## config.mk

```make
export PLATFORM = sky130hd
export DESIGN_NAME = aes_shift_rows_stream
export DESIGN_NICKNAME = d
export VERILOG_FILES = /design/src/rtl/aes_shift_rows_stream.sv
export SDC_FILE = /design/constraint.sdc
export NUM_CORES = 1
export LEC_CHECK = 0
export ABC_AREA = 0
export BUFFER_PORTS_ARGS = -buffer_cell sky130_fd_sc_hd__buf_4
export CELL_PAD_IN_SITES_DETAIL_PLACEMENT = 0
export CELL_PAD_IN_SITES_GLOBAL_PLACEMENT = 1
export CORE_AREA = 2 2 144 146
export CTS_CLUSTER_DIAMETER = 80
export DETAILED_ROUTE_END_ITERATION = 7
export DIE_AREA = 0 0 146 148
export HOLD_SLACK_MARGIN = 0.1
export PLACE_DENSITY_LB_ADDON = 0.1
export RECOVER_POWER = 25
export SLEW_MARGIN = 20
export SYNTH_ARGS = -nofsm -noshare
export SYNTH_HDL_FRONTEND = slang
export SYNTH_SLANG_ARGS = --single-unit
```

## constraint.sdc

```tcl
create_clock -name clk -period 7.4 [get_ports clk]
set_clock_uncertainty 0.05 [all_clocks]
set_input_delay 0.74 -clock clk [delete_from_list [all_inputs] [get_ports clk]]
set_output_delay 0.74 -clock clk [all_outputs]
set_load 0.02 [all_outputs]
```

## src/rtl/aes_shift_rows_stream.sv

```systemverilog
// aes_shift_rows_stream: byte-serial AES ShiftRows / InvShiftRows engine.
// Two ping-pong banks let one block drain while the next one fills.
module aes_shift_rows_stream #(
  parameter int BYTE_W = 8,
  parameter int NB     = 4
) (
  input  logic              clk,
  input  logic              rst,
  input  logic              clear,
  input  logic              inverse,
  input  logic              in_valid,
  output logic              in_ready,
  input  logic [BYTE_W-1:0] in_byte,
  output logic              out_valid,
  input  logic              out_ready,
  output logic [BYTE_W-1:0] out_byte,
  output logic              out_last,
  output logic              busy
);

  localparam int N  = 4 * NB;
  localparam int AW = $clog2(N);

  if (NB != 4 && NB != 6 && NB != 8) begin : g_bad_nb
    $error("aes_shift_rows_stream: NB must be 4, 6 or 8");
  end

  typedef enum logic [1:0] {
    EMPTY,
    FILLING,
    FULL,
    DRAINING
  } bank_st_t;

  bank_st_t          st_q [2];
  bank_st_t          st_d [2];
  logic [1:0]        mode_q;
  logic              wr_bank_q;
  logic              rd_bank_q;
  logic [AW-1:0]     wr_idx_q;
  logic [AW-1:0]     rd_idx_q;
  logic [BYTE_W-1:0] mem_q [2][N];

  logic          wr_fire;
  logic          rd_fire;
  logic          wr_end;
  logic          rd_end;
  logic [1:0]    row;
  logic [3:0]    col;
  logic [3:0]    shamt;
  logic [3:0]    src_col;
  logic [AW-1:0] rd_addr;

  assign in_ready  = (st_q[wr_bank_q] == EMPTY)
                  || (st_q[wr_bank_q] == FILLING);
  assign out_valid = (st_q[rd_bank_q] == FULL)
                  || (st_q[rd_bank_q] == DRAINING);
  assign busy      = (st_q[0] != EMPTY) || (st_q[1] != EMPTY);

  assign wr_fire = in_valid & in_ready;
  assign rd_fire = out_valid & out_ready;
  assign wr_end  = (wr_idx_q == AW'(N - 1));
  assign rd_end  = (rd_idx_q == AW'(N - 1));

  assign row = rd_idx_q[1:0];
  assign col = 4'(rd_idx_q[AW-1:2]);

  always_comb begin
    shamt = '0;
    unique case (row)
      2'd0: shamt = 4'd0;
      2'd1: shamt = 4'd1;
      2'd2: shamt = (NB == 8) ? 4'd3 : 4'd2;
      2'd3: shamt = (NB == 8) ? 4'd4 : 4'd3;
      default: shamt = '0;
    endcase
  end

  // Column rotation modulo NB; NB is not a power of two for NB = 6.
  always_comb begin
    src_col = '0;
    if (mode_q[rd_bank_q]) src_col = col + 4'(NB) - shamt;
    else                   src_col = col + shamt;
    if (src_col >= 4'(NB)) src_col = src_col - 4'(NB);
  end

  assign rd_addr  = AW'({src_col, row});
  assign out_byte = out_valid ? mem_q[rd_bank_q][rd_addr] : '0;
  assign out_last = out_valid && rd_end;

  always_comb begin
    for (int b = 0; b < 2; b++) begin
      st_d[b] = st_q[b];
      if (clear) begin
        st_d[b] = EMPTY;
      end else if (wr_fire && wr_bank_q == 1'(b)) begin
        st_d[b] = wr_end ? FULL : FILLING;
      end else if (rd_fire && rd_bank_q == 1'(b)) begin
        st_d[b] = rd_end ? EMPTY : DRAINING;
      end
    end
  end

  always_ff @(posedge clk or negedge rst) begin
    if (!rst) begin
      st_q[0]   <= EMPTY;
      st_q[1]   <= EMPTY;
      mode_q    <= '0;
      wr_bank_q <= 1'b0;
      rd_bank_q <= 1'b0;
      wr_idx_q  <= '0;
      rd_idx_q  <= '0;
    end else begin
      st_q[0] <= st_d[0];
      st_q[1] <= st_d[1];
      if (clear) begin
        mode_q    <= '0;
        wr_bank_q <= 1'b0;
        rd_bank_q <= 1'b0;
        wr_idx_q  <= '0;
        rd_idx_q  <= '0;
      end else begin
        if (wr_fire) begin
          if (wr_idx_q == '0) mode_q[wr_bank_q] <= inverse;
          if (wr_end) begin
            wr_idx_q  <= '0;
            wr_bank_q <= ~wr_bank_q;
          end else begin
            wr_idx_q <= wr_idx_q + 1'b1;
          end
        end
        if (rd_fire) begin
          if (rd_end) begin
            rd_idx_q  <= '0;
            rd_bank_q <= ~rd_bank_q;
          end else begin
            rd_idx_q <= rd_idx_q + 1'b1;
          end
        end
      end
    end
  end

  always_ff @(posedge clk) begin
    if (wr_fire && !clear) mem_q[wr_bank_q][wr_idx_q] <= in_byte;
  end

endmodule

```

# [Word-level counts from Yosys, hierarchy flattened]
# Memories as Yosys holds them, arrays and structs flattened.
# Index checks and enable logic that the tools add are counted.
[word_totals] n_memories=1 regBits=16 ramBits=256
[op_classes] eq_ne=8 n_reduce_logical=27 addsub=6 n_bitwise=8 n_lt_le_gt_ge=9 mux=45
[mem_list] name="mem_q" words=2 width=128 read_ports=1 rd_ports_with_merged_regs=0 wr=1 line_no="42" rtl="logic [BYTE_W-1:0] mem_q [2][N];"
[ops] operator="two-way mux 128 bit" n=1
[ops] operator="two-way mux 2 bit" n=18
[ops] operator="binary-select mux 8 bit (select 4 bit)" n=1
[ops] operator="demux 8 bit (select 4 bit)" n=1
[ops] operator="two-way mux 8 bit" n=4
[ops] operator="two-way mux 4 bit" n=7
[ops] operator="one-hot mux 4 bit (4 select lines)" n=1
[ops] operator="nonzero test 2 bit" n=7
[ops] operator=">= comparator 5 bit, second input constant" n=2
[ops] operator="two-way mux 1 bit" n=10
[ops] operator="inverter 4 -> 5 bit" n=2
[ops] operator="adder 4 x 1 -> 4 bit, second input constant" n=2
[ops] operator="== test 2 bit, second input constant" n=4
[ops] operator="== test 4 bit, second input constant" n=2
[ops] operator="logical AND 1 bit" n=8
[ops] operator="AND reduction 2 bit" n=3
[ops] operator="nonzero test 3 bit" n=2
[ops] operator="less-than comparator 5 x 1 -> 1 bit, second input constant" n=1
[ops] operator="adder 2 x 3 -> 4 bit, second input constant" n=1
[ops] operator="adder 2 x 4 -> 4 bit" n=1
[ops] operator="== test 2 x 1 -> 1 bit, second input constant" n=2
[ops] operator=">= comparator 2 bit, second input constant" n=2
[ops] operator=">= comparator 4 x 3 -> 1 bit, second input constant" n=1
[ops] operator="logical NOT 2 bit" n=2
[ops] operator="other kinds (12)" n=18

# [Logic depth before layout (Yosys ltp)]
[logic_depth] word_depth=11 ltp_mapped=11 mapped_depth_nobuf=8

# [Worst setup path before layout]
# OpenSTA, ideal clock, no wires.
[synth_timing] kind="register to output" startpoint="register rd_idx_q[1]" endpoint="output port out_byte[6]" path_buffers=3 arrival_time_ns=2.358 slack_ns=4.252 path_stages_with_launch=12 required_time_ns=6.610 path_cell_list="dfrtp_1 buf_2 inv_1 ha_1 or2_2 ha_1 nor2b_1 clkbuf_1 clkbuf_1 a22oi_1 nand2_1 a22o_1"
[synth_via] elab_chain_cells=11 elab_cells_between_ends=16 classes_between="add/sub (3); order compare (1); eq/ne (3); mux (7); bitwise (1); reduce/logical (1)"
[synth_lines] element="start: declaration" line_no="41" rtl="logic [AW-1:0] rd_idx_q;"
[synth_lines] element="start signal: assignment" line_no="137" rtl="rd_idx_q <= rd_idx_q + 1'b1;"
[synth_lines] element="== test 2 bit, or another cell as far along" line_no="70" rtl="unique case (row)"
[synth_lines] element="one-hot mux 4 bit (4 select lines)" line_no="70"
[synth_lines] element="adder 2 x 4 -> 4 bit or subtractor 4 bit (tied branches)" line_no="83, 82"
[synth_lines] element="two-way mux 4 bit" line_no="82" rtl="if (mode_q[rd_bank_q]) src_col = col + 4'(NB) - shamt;"
[synth_lines] element=">= comparator 4 x 3 -> 1 bit or subtractor 2 x 1 -> 2 bit (tied branches)" line_no="84" rtl="if (src_col >= 4'(NB)) src_col = src_col - 4'(NB);"
[synth_lines] element="two-way mux 2 bit" line_no="84"
[synth_lines] element="inverter 4 -> 5 bit (implied by the code) *" line_no="88" rtl="assign out_byte = out_valid ? mem_q[rd_bank_q][rd_addr] : '0;"
[synth_lines] element="binary-select mux 8 bit (select 4 bit) *" line_no="88"
[synth_lines] element="two-way mux 8 bit (implied by the code) * (2 in series)" line_no="88"
[synth_lines] element="two-way mux 8 bit *" line_no="88"
[synth_lines] element="end: declaration" line_no="16" rtl="output logic [BYTE_W-1:0] out_byte,"
# Every way passes the cells marked *; elsewhere a longest branch is shown, timed or not. The select of a mux whose other input is x is not followed.

# [Worst setup path in the final report]
[layout_timing] startpoint="register rd_idx_q[0]" endpoint="output port out_byte[5]"
# Same word-level chain as after synthesis.

==> impl_metrics.py <==
metrics = {
    "run_status": {
        "status": "finished, violations left",
        "violations": "max-capacitance violations, max-slew violations",
    },
    "worst_setup_path": {
        "cpMaxStageDelayCell": "dfrtp_2",
        "r2r_slack_ps": 4120,
        "path_class": "reg -> out",
        "worstSetupEndpoint": "out_byte[5]",
        "cp-start-kind": "flop",
        "arrival_ps": 3760,
        "cpLargestDelayFamily": "simple AND/OR/NAND/NOR gates",
        "crit_buf_inv": 2,
        "timing.rr.end": "mem_q[1][54]",
        "cp-startpoint": "rd_idx_q[0]",
        "path_max_fanout": 35,
        "critPathMaxStageDelay_ps": 720,
        "required_ps": 6610,
        "cp_cell_sequence": "ha_1, or2_2, ha_1, nor2_1, buf_4, a22oi_1, nand2_1, a22o_1, buf_4",
        "path_depth": 9,
        "crit_path_end_kind": "output pin",
        "rr_worst_depth": 5,
        "r2r_start": "wr_bank_q",
    },
    "timing": {
        "finalCritPeriodShare_pct": 61.5,
        "hold_ws_ps": 432,
        "relSlewSlack_pct": -1.25,
        "slew_violations": 33,
        "min_period_ps": 4550,
        "tns_ps": 0,
        "rsz0062_at_grt": "no",
        "fmax_mhz": 220,
        "worstMarginPinSlew_ps": 1520,
        "setup_viol_count_final": 0,
        "hold_viol": 0,
    },
    "floorplanning": {
        "start_util_pct": 54.3,
        "die_x_um": 146,
        "dieHeight_um": 148,
        "io_pins": 26,
        "rows": 52,
        "die_area_um2": 21600,
        "placeableCoreArea_um2": 20000,
    },
    "synth": {
        "synth_edf_count": 256,
        "synth_area_per_cell_um2": 19.2,
        "yosysUniqueCellTypes": 40,
        "syn_area_um2": 10900,
        "yosysTopAreaCell": "edfxtp_1",
        "yosys_warnings": 0,
        "synthCells": 568,
        "synth.area.top_cells": "edfxtp_1 (71%), mux4_2 (13%), dfrtp_1 (3.7%)",
        "ys_dominant_reg_cell": "edfxtp_1",
        "synth_common_cells": "edfxtp_1 (256), mux4_2 (64), nor2_1 (47)",
        "yosys.cell_count.top_type": "edfxtp_1",
        "netlist.area_leader.share_pct": 70.6,
        "ys_seq_area_share_pct": 74.3,
        "syn_nets": 590,
        "synth-seq-cells": 272,
        "async_flop_share_pct": 5.88,
    },
    "clocking": {
        "numCtsBuffers": 28,
        "path_clk_slew_ps": 60,
        "cts.sinks": 272,
        "post_cts_buffers": 0,
        "ctsResizeCount": 0,
        "cts_tree": "yes",
        "clock_path_buffers": 3,
        "clockRootBuffer": "clkbuf_16",
        "clock_latency_ps": 530,
        "htreeDepth": 1,
        "postCtsHoldBufs": 1,
    },
    "global_routing": {
        "grt_overflow": 0,
        "grt_max_degree": 39,
        "grt_antenna_before_repair": 0,
        "grtUsageTotal_pct": 22.0,
        "grt_pass1_vias": 5413,
        "grt_pass1_wl_mm": 34.5,
    },
    "place": {
        "gp_congestion": 0.819,
        "portBuffers": 25,
        "placed_area_um2": 11300,
        "place_hpwl_mm": 14.3,
    },
    "power_and_ir_drop": {
        "p_leak_nw": 3.88,
        "power_w": 0.00316,
        "peakVddDrop_mv": 0.243,
        "p_per_area_nw_per_um2": 258,
    },
    "route": {
        "vias": 5372,
        "drt-total-wl_mm": 22.9,
        "vias_per_cell": 6.02,
        "drcViolationCount": 0,
        "detail-route-antenna-nets": 0,
        "drtPass1Iterations": 5,
        "drtIter0Drc": 412,
        "routedWlPerCell_um": 25.7,
    },
    "min_path": {
        "hp-class": "in -> reg",
    },
    "layout": {
        "multi_input_area_um2": 2600,
        "layout-drive-gt1-share_pct": 23.0,
        "seqCellArea_um2": 8090,
        "syn2layout_area_growth_pct": 12.4,
        "fin_util_pct": 61.1,
        "diodes": 0,
        "fillCellCount": 1519,
        "final_nets": 624,
        "final_cell_area_um2": 12200,
    },
    "run": {
        "maxCapViolations": 1,
    },
}
## worst min path at each step
| stage | startpoint | endpoint | cells past startpoint |
|---|---|---|---|
| 2_1_floorplan | rst | mode_q[0] | 0 |
| 3_3_place_gp | mode_q[0] | mode_q[0] | 2 |
| 3_5_place_dp | mode_q[1] | mode_q[1] | 2 |
| 4_1_cts | inverse | mode_q[1] | 3 |
| 5_1_grt | inverse | mode_q[1] | 3 |
| 6_report | inverse | mode_q[1] | 3 |
## tightest hold or removal path: cells and delay by family
kind | cells | cell delay [ps]
buffers and inverters | 1 | 90
multiplexers | 1 | 60
AND/OR/NAND/NOR | 1 | 80
## sequential cells by signal, summed over array words and instances, names as in the netlist
register / flops
mem_q: 256
mode_q: 2
wr_idx_q: 4
st_q: 4
wr_bank_q: 1
rd_bank_q: 1
rd_idx_q: 4
## through the flow
step | instances | setup slack, ps
2_1_floorplan | 568 | 4250
3_3_place_gp | 841 | 3320
3_5_place_dp | 841 | 3240
4_1_cts | 892 | 2670
5_1_grt | 892 | 2590
6_report | 892 | 2850
## where the power goes
group          switching (W)  total [W]  internal, W
clock               0.000563    0.00142     0.000855
combinational      0.0000408  0.0000531    0.0000123
sequential        0.00000217    0.00169      0.00169
total               0.000606    0.00316      0.00256
## metal layers
metal  up-vias  global-route usage, %  wire [µm]
li1       2367                      -          -
met3        29                   3.12       1240
met1      2808                   32.7       9960
met2       168                   35.8      11400
met4         0                   4.27        316
met5         -                      0          0
## kinds of logic after synthesis
family | after synthesis | synth area share (%)
AO/OA/AOI/OAI | 60 | 3.97
XOR/XNOR | 4 | 0.322
adder cells (fa/ha/maj) | 8 | 0.919
buffers and inverters | 38 | 1.83
flip-flops | 272 | 74.3
multiplexers | 71 | 13.9
AND/OR/NAND/NOR | 115 | 4.76
## area by class of cell
cell class / count / area share [%]
clock inverters: 15 / 1.51
inverters: 6 / 0.184
multi-input cells: 258 / 21.3
repair buffers: 36 / 2.04
flip-flops and latches: 272 / 66.1
clock buffers: 35 / 6.11
well taps: 270 / 2.76
## cell usage in the layout (no fill, tap or decap), drive strengths merged, types with 2 or more instances in the layout
cell	netlist	final
nand2	32	32
nand3	6	6
inv	6	7
dfrtp	16	16
nor3	7	7
a22oi	32	32
a21oi	12	12
edfxtp	256	256
mux2i	7	7
ha	8	8
or3	2	2
buf	14	29
mux4	64	64
nor2	47	47
xnor2	3	3
clkinvlp	0	3
nor2b	4	4
o21ai	4	4
nand2b	2	2
a22o	8	8
clkbuf	18	41
and3	4	4
bufinv	0	4
nand4	2	2
clkinv	0	7
and2	4	4
(Power assumes the default switching activity.)
